[src/rtl/star_pkt_fifo.sv]
// Store-and-forward packet FIFO behind the star_arb chain: a packet becomes visible
// on res_* only once its TLAST beat is stored, unless an oversized packet forces cut-through.
module star_pkt_fifo #(
    parameter int DATA_WIDTH = 8,
    parameter int ADDR_WIDTH = 4
) (
    input  logic                  clk,
    input  logic                  rst,
    input  logic [DATA_WIDTH-1:0] src_TDATA,
    input  logic                  src_TVALID,
    output logic                  src_TREADY,
    input  logic                  src_TLAST,
    output logic [DATA_WIDTH-1:0] res_TDATA,
    output logic                  res_TVALID,
    input  logic                  res_TREADY,
    output logic                  res_TLAST,
    output logic [ADDR_WIDTH:0]   level,
    output logic [ADDR_WIDTH:0]   pkt_cnt,
    output logic                  overflow
);

    localparam int DEPTH = 1 << ADDR_WIDTH;
    localparam logic [ADDR_WIDTH:0] PTR_ONE = 1;

    logic [DATA_WIDTH:0] mem [DEPTH];
    logic [ADDR_WIDTH:0] wr_ptr, rd_ptr;
    logic                full, empty;
    logic                wr_en, rd_en;
    logic                release_q, rel_wr_q, overflow_q;
    logic                rel_set, rel_now;
    logic                pkt_inc, pkt_dec;

    assign full  = (wr_ptr[ADDR_WIDTH] != rd_ptr[ADDR_WIDTH]) &&
                   (wr_ptr[ADDR_WIDTH-1:0] == rd_ptr[ADDR_WIDTH-1:0]);
    assign empty = (wr_ptr == rd_ptr);

    // Full with no complete packet stored means one packet exceeds DEPTH; it is
    // released immediately so the sink can start draining in the same cycle.
    assign rel_set = full && (pkt_cnt == '0) && !release_q;
    assign rel_now = release_q || rel_set;

    assign src_TREADY = rst && !full;
    assign res_TVALID = !empty && ((pkt_cnt != '0) || rel_now);
    assign {res_TLAST, res_TDATA} = mem[rd_ptr[ADDR_WIDTH-1:0]];

    assign wr_en = src_TVALID && src_TREADY;
    assign rd_en = res_TVALID && res_TREADY;

    assign level    = wr_ptr - rd_ptr;
    assign overflow = overflow_q || rel_set;

    // The released packet is never counted, on either side.
    assign pkt_inc = wr_en && src_TLAST && !rel_wr_q;
    assign pkt_dec = rd_en && res_TLAST && !rel_now;

    always_ff @(posedge clk) begin
        if (wr_en)
            mem[wr_ptr[ADDR_WIDTH-1:0]] <= {src_TLAST, src_TDATA};
    end

    always_ff @(posedge clk or negedge rst) begin
        if (!rst) begin
            wr_ptr <= '0;
            rd_ptr <= '0;
        end else begin
            if (wr_en) wr_ptr <= wr_ptr + PTR_ONE;
            if (rd_en) rd_ptr <= rd_ptr + PTR_ONE;
        end
    end

    always_ff @(posedge clk or negedge rst) begin
        if (!rst) begin
            pkt_cnt <= '0;
        end else begin
            case ({pkt_inc, pkt_dec})
                2'b10:   pkt_cnt <= pkt_cnt + PTR_ONE;
                2'b01:   pkt_cnt <= pkt_cnt - PTR_ONE;
                default: pkt_cnt <= pkt_cnt;
            endcase
        end
    end

    // release_q tracks the read side of the released packet, rel_wr_q the write side
    // (its TLAST may still be upstream when release starts).
    always_ff @(posedge clk or negedge rst) begin
        if (!rst) begin
            release_q  <= 1'b0;
            rel_wr_q   <= 1'b0;
            overflow_q <= 1'b0;
        end else begin
            if (rel_set) begin
                release_q  <= 1'b1;
                rel_wr_q   <= 1'b1;
                overflow_q <= 1'b1;
            end else begin
                if (rd_en && res_TLAST && release_q) release_q <= 1'b0;
                if (wr_en && src_TLAST && rel_wr_q)  rel_wr_q  <= 1'b0;
            end
        end
    end

endmodule

[config.mk]
export PLATFORM = sky130hd
export DESIGN_NAME = star_pkt_fifo
export DESIGN_NICKNAME = d
export VERILOG_FILES = /design/src/rtl/star_pkt_fifo.sv
export SDC_FILE = /design/constraint.sdc
export NUM_CORES = 1
export LEC_CHECK = 0
export CORE_UTILIZATION = 45
export CTS_BUF_LIST = sky130_fd_sc_hd__clkbuf_8
export DETAILED_ROUTE_END_ITERATION = 10
export PLACE_DENSITY = 0.65
export SYNTH_ARGS = -nofsm -noshare
export SYNTH_HDL_FRONTEND = slang
export SYNTH_SLANG_ARGS = --single-unit
[constraint.sdc]
create_clock -name clk -period 3.85 [get_ports clk]
set_clock_uncertainty 0.15 [all_clocks]
set_input_delay 0.77 -clock clk [delete_from_list [all_inputs] [get_ports clk]]
set_output_delay 0.77 -clock clk [all_outputs]
set_load 0.02 [all_outputs]
* Yosys cells after proc, flatten, opt, wreduce, memory -nomap -nowiden
Memories as Yosys holds them, arrays and structs flattened. Index checks and enable logic that the tools add are counted.
Storage, ports and cells: register bits after elaboration 18, memory bits (writable) 144, input port bits 13, memories kept 1, logic and storage cells 50
Memory list:
- mem | words 16, bits a word 9, rd ports 1, clocked after memory_dff 0, write ports 1, RTL line 25 | logic [DATA_WIDTH:0] mem [DEPTH];
Operators by class: eq/ne operators 5, reduce and logical (&&, ||, !) cells 26, add/sub/neg operators 5, mux-type cells 7
Operator list (number):
- adder 5 x 1 -> 5 bit, second input constant | 3
- logical AND 1 bit | 13
- one-hot mux 5 bit (2 select lines) | 1
- two-way mux 1 bit | 6
- nonzero test 2 bit | 3
- == test 5 bit | 1
- zero test 1 bit | 5
- zero test 5 bit | 1
- nonzero test 5 bit | 1
- subtractor 5 x 1 -> 5 bit, second input constant | 1
- subtractor 5 bit | 1
- == test 4 bit | 1
- logical OR 1 bit | 3
- == test 2 x 1 -> 1 bit, second input constant | 1
- == test 2 bit, second input constant | 1
- inequality test 1 bit | 1

* Longest topological paths before layout
depth in word-level cells 12, gate-level depth with buffers 16

* Worst setup path after synthesis
Ideal clock, no wire load.
path type reg2reg, start point register rd_ptr[1], end point register pkt_cnt[4], cell stages (with the launch flop) 17, buffers on the path 3, arrival 3.528 ns, setup time 0.123 ns, path slack 0.049 ns, path through dfrtp_1 > buf_2 > inv_1 > clkbuf_1 > ha_1 > a41oi_1 > a32oi_1 > and2_1 > buf_2 > and3_1 > ha_1 > fa_1 > a21o_1 > a21oi_1 > xor2_1 > nor2_1 > xnor2_1
Between the ends: word-level cells in the longest chain between the ends 12, elaborated cells between the ends (all ways) 23
RTL lines:
- start, declared | RTL line 26 | logic [ADDR_WIDTH:0] wr_ptr, rd_ptr;
- start signal, assigned | RTL line 67 | if (rd_en) rd_ptr <= rd_ptr + PTR_ONE;
- == test 4 bit | RTL line 34 | (wr_ptr[ADDR_WIDTH-1:0] == rd_ptr[ADDR_WIDTH-1:0]);
- logical AND 1 bit | RTL line 33 | assign full = (wr_ptr[ADDR_WIDTH] != rd_ptr[ADDR_WIDTH]) &&
- logical AND 1 bit (2 in series) | RTL line 39 | assign rel_set = full && (pkt_cnt == '0) && !release_q;
- logical OR 1 bit | RTL line 40 | assign rel_now = release_q || rel_set;
- logical OR 1 bit | RTL line 43 | assign res_TVALID = !empty && ((pkt_cnt != '0) || rel_now);
- logical AND 1 bit (*) | RTL line 43
- net res_TVALID | RTL line 14 | output logic res_TVALID,
- logical AND 1 bit (*) | RTL line 47 | assign rd_en = res_TVALID && res_TREADY;
- logical AND 1 bit (*) (2 in series) | RTL line 54 | assign pkt_dec = rd_en && res_TLAST && !rel_now;
- == test 2 x 1 -> 1 bit / == test 2 bit (equally long branches) | RTL line 75 | case ({pkt_inc, pkt_dec})
- one-hot mux 5 bit (2 select lines) / nonzero test 2 bit (equally long branches)
- end signal, assigned | RTL line 76 | 2'b10: pkt_cnt <= pkt_cnt + PTR_ONE;
- end signal, assigned | RTL line 77 | 2'b01: pkt_cnt <= pkt_cnt - PTR_ONE;
- end signal, assigned | RTL line 78 | default: pkt_cnt <= pkt_cnt;
- end, declared | RTL line 18 | output logic [ADDR_WIDTH:0] pkt_cnt,
The timed path passes the listed nets; every way through them passes the cells marked *. A chain may end at the register's enable or synchronous reset.

* Worst setup path in the final report
start point register rd_ptr[0], end point output port res_TDATA[7]
Between the ends: word-level cells in the longest chain between the ends 1
RTL lines:
- memory read (16 x 9 bit)
- end, declared | RTL line 13 | output logic [DATA_WIDTH-1:0] res_TDATA,
Every way passes these cells.

==> key figures <==
CTS
  • Post-CTS Hold Fix Bufs: 0
  • Post-CTS Resized: 1
  • Worst-skew pair later-pin latency: 0.44 ns
  • Clk slew on worst S/H paths: 0.08 ns
  • Root Buffer: clkbuf_8
  • Clock tree from TritonCTS: done
  • CTS buffer count: 17
  • H-tree depth: 4
  • Clk sink count: 162
  • Clock Path Buffers: 2
  • Post-CTS Repair Setup Buffers: 0

Setup path
  • CP startpoint kind: flip-flop
  • CP Cell Sequence: buf_4 -> mux4_2 -> nand2_1 -> and3_1 -> a31oi_1 -> clkdlybuf4s50_1
  • Critical path's largest stage delay: 0.66 ns
  • Top delay family on crit path: buffers and inverters
  • Arrival time at the worst endpoint: 2.78 ns
  • Critical Path Fanout Max: 10
  • Crit path kind: flip-flop to primary output
  • Critical Path Sink Type: primary output
  • Critical Path RT: 2.93 ns
  • Slowest CP cell: clkdlybuf4s50_1
  • Buffers & Inverters on Critical Path: 2

Layout
  • # fillers: 1,183
  • N_diodes: 0
  • Share of cells above drive strength 1: 22.6%
  • FF/Latch Area: 4780 µm²
  • Area Growth Syn to Fin: 16.7%
  • Count of nets after finishing: 467
  • Design Area, Final: 7820 µm²
  • Area of the multi-input gates: 1800 µm²

Synth
  • Post-synthesis sequential area ratio: 71.2%
  • Ys async rst share: 11.1%
  • Yosys top cell area share: 64.5%
  • Synth cell types: 43
  • Register bit count reported by yosys: 162
  • Syn. warnings: 0
  • Synthesized area: 6700 µm²
  • Post-synth top area cell: edfxtp_1
  • Ys flop type: edfxtp_1
  • Top cells by area, synth: edfxtp_1 (65%), mux4_2 (11%), dfrtp_1 (6.7%)
  • Cells after Synth: 375
  • Commonest cells post-synth: edfxtp_1 (144), nand2_1 (44), mux4_2 (34)
  • Most common cell in the netlist: edfxtp_1
  • Post-synth EDFFs: 144
  • Synthesized Nets: 403
  • Synth Area per Inst: 17.9 µm²

Outcome
  • Status: complete, no violations

GRT
  • Grt total ovfl: 0
  • Vias in the first global route: 3,614
  • Gr usage total: 18.6%
  • First-pass GRT wire length: 20,200 µm
  • Largest net degree at the start of global routing: 32
  • Initial antenna violation count: 0

Placement
  • DP HPWL: 8330 µm
  • Port-buffer cells: 34
  • RePlAce Congestion: 0.820
  • Dpl cell area: 7380 µm²

Timing
  • Slew @ Worst Pin: 0.581 ns
  • Final period util: 96.2%
  • Max-slew violations: 0
  • Total Neg Setup Slack: 0 ns
  • Achievable Freq: 270 MHz
  • Crit path time final: 3.70 ns
  • RSZ-0062 raised after global routing: false
  • Fin. Hold Viols: 0
  • Max_slew headroom: 61.2%
  • Hold Slack: 0.319 ns
  • Final setup viols: 0

Floorplan
  • Row Count: 44
  • Initial core utilization: 46.1%
  • Die Ht: 124 µm
  • Die area: 15,400 µm²
  • IO Pins: 35
  • Core Footprint: 14,500 µm²
  • Die W: 124 µm

Route
  • Total wire length: 12,900 µm
  • Via Count: 3,495
  • Antenna viol nets, final: 0
  • Wire per inst: 20.3 µm
  • DRT iter0 DRCs: 147
  • First-pass detailed-route iteration total: 4
  • DRC: 0
  • Avg Vias per Cell: 5.50

Min path
  • Worst Hold Class: flip-flop to flip-flop

Power and ir drop
  • Leak: 0.00277 µW
  • Power Density: 776 nW/µm²
  • Switching power: 2060 µW
  • Maximum vdd ir drop: 346 µV
  • Clk pwr share: 20.8%
  • Seq pwr share: 37.0%
  • P_int: 4010 µW
  • Combinational Power Share: 42.2%
  • Net switching share of the total power: 34.0%

Flow run
  • Max_cap viols: 0
[registers in the layout (all words and copies together) (netlist names)]
name,cells
rel_wr_q,1
pkt_cnt,5
rd_ptr,5
mem,144
overflow_q,1
wr_ptr,5
release_q,1
[final cells by class]
type	instances	share of cell area [%]
timing repair buffer	61	7.14
tap	184	2.94
inverter	11	0.528
clock buffer	17	2.99
clock inverter	14	2.21
multi-input combinational	186	23.1
sequential	162	61.1
[kinds of logic after synthesis]
logic type | count (synthesis) | synth area share [%]
buffers and inverters | 27 | 2.11
AND/OR/NAND/NOR | 87 | 6.12
adder cells (fa/ha/maj) | 15 | 3.02
AO/OA/AOI/OAI | 28 | 2.86
flip-flops | 162 | 71.2
XOR/XNOR | 17 | 2.22
multiplexers | 39 | 12.4
[layout by cell type (no fill, tap or decap), types with 2 or more instances in the layout]
cell type	count
a21o_1	5
a21oi_1	4
a31oi_1	10
and3_1	9
buf_4	26
bufinv_16	4
clkbuf_8	17
clkdlybuf4s50_1	31
clkinv_2	6
clkinvlp_4	2
dfrtp_1	17
dlymetal6s2s_1	3
edfxtp_1	144
fa_1	2
ha_1	12
inv_1	12
mux2i_1	3
mux4_2	34
nand2_1	44
nand2b_1	2
nand3_1	2
nand4_1	4
nor2_1	13
nor3_1	4
o21ai_0	3
or2_2	2
xnor2_1	14
xor2_1	3
[through the flow]
step / instances / util [%] / power [µW] / worst slack (ns)
floorplan: 375 / - / 3960 / 0.0495
global placement: 604 / 50.8 / 4810 / 0.408
detailed placement: 604 / 50.8 / 4840 / 0.375
CTS: 635 / 53.6 / 6110 / 0.0110
global route: 635 / 53.8 / 6420 / 0.0260
finish: 635 / 53.8 / 6070 / 0.147
[power by group through the flow]
stage / Clock, µW / Sequential, µW / Combinational (µW)
finish: 1260 / 2250 / 2560
global route: 1350 / 2270 / 2800
CTS: 1290 / 2240 / 2580
detailed placement: 0 / 2280 / 2560
global placement: 0 / 2270 / 2540
floorplan: 0 / 2240 / 1720
[routing by layer]
layer	vias to the layer above	GRT usage [%]	part of all wire (%)
met2	69	30.2	50
met4	0	8.56	2.7
met1	1822	24.0	44
met3	24	4.12	2.8
met5	-	0	0
li1	1580	-	-
[final timing paths]
check                                 from            to  slack, ns  cells after the start
worst max-delay path             rd_ptr[0]  res_TDATA[7]       0.15                      6
worst min-delay path            overflow_q    overflow_q       0.32                      1
worst max register to register   wr_ptr[3]    pkt_cnt[4]       0.42                     13
worst min register to register  overflow_q    overflow_q       0.32                      1
max in group asynchronous              rst     rd_ptr[0]       2.75                      2
min in group asynchronous              rst    pkt_cnt[4]       0.56                      2
Note: power is estimated with default switching activity, not from simulation.
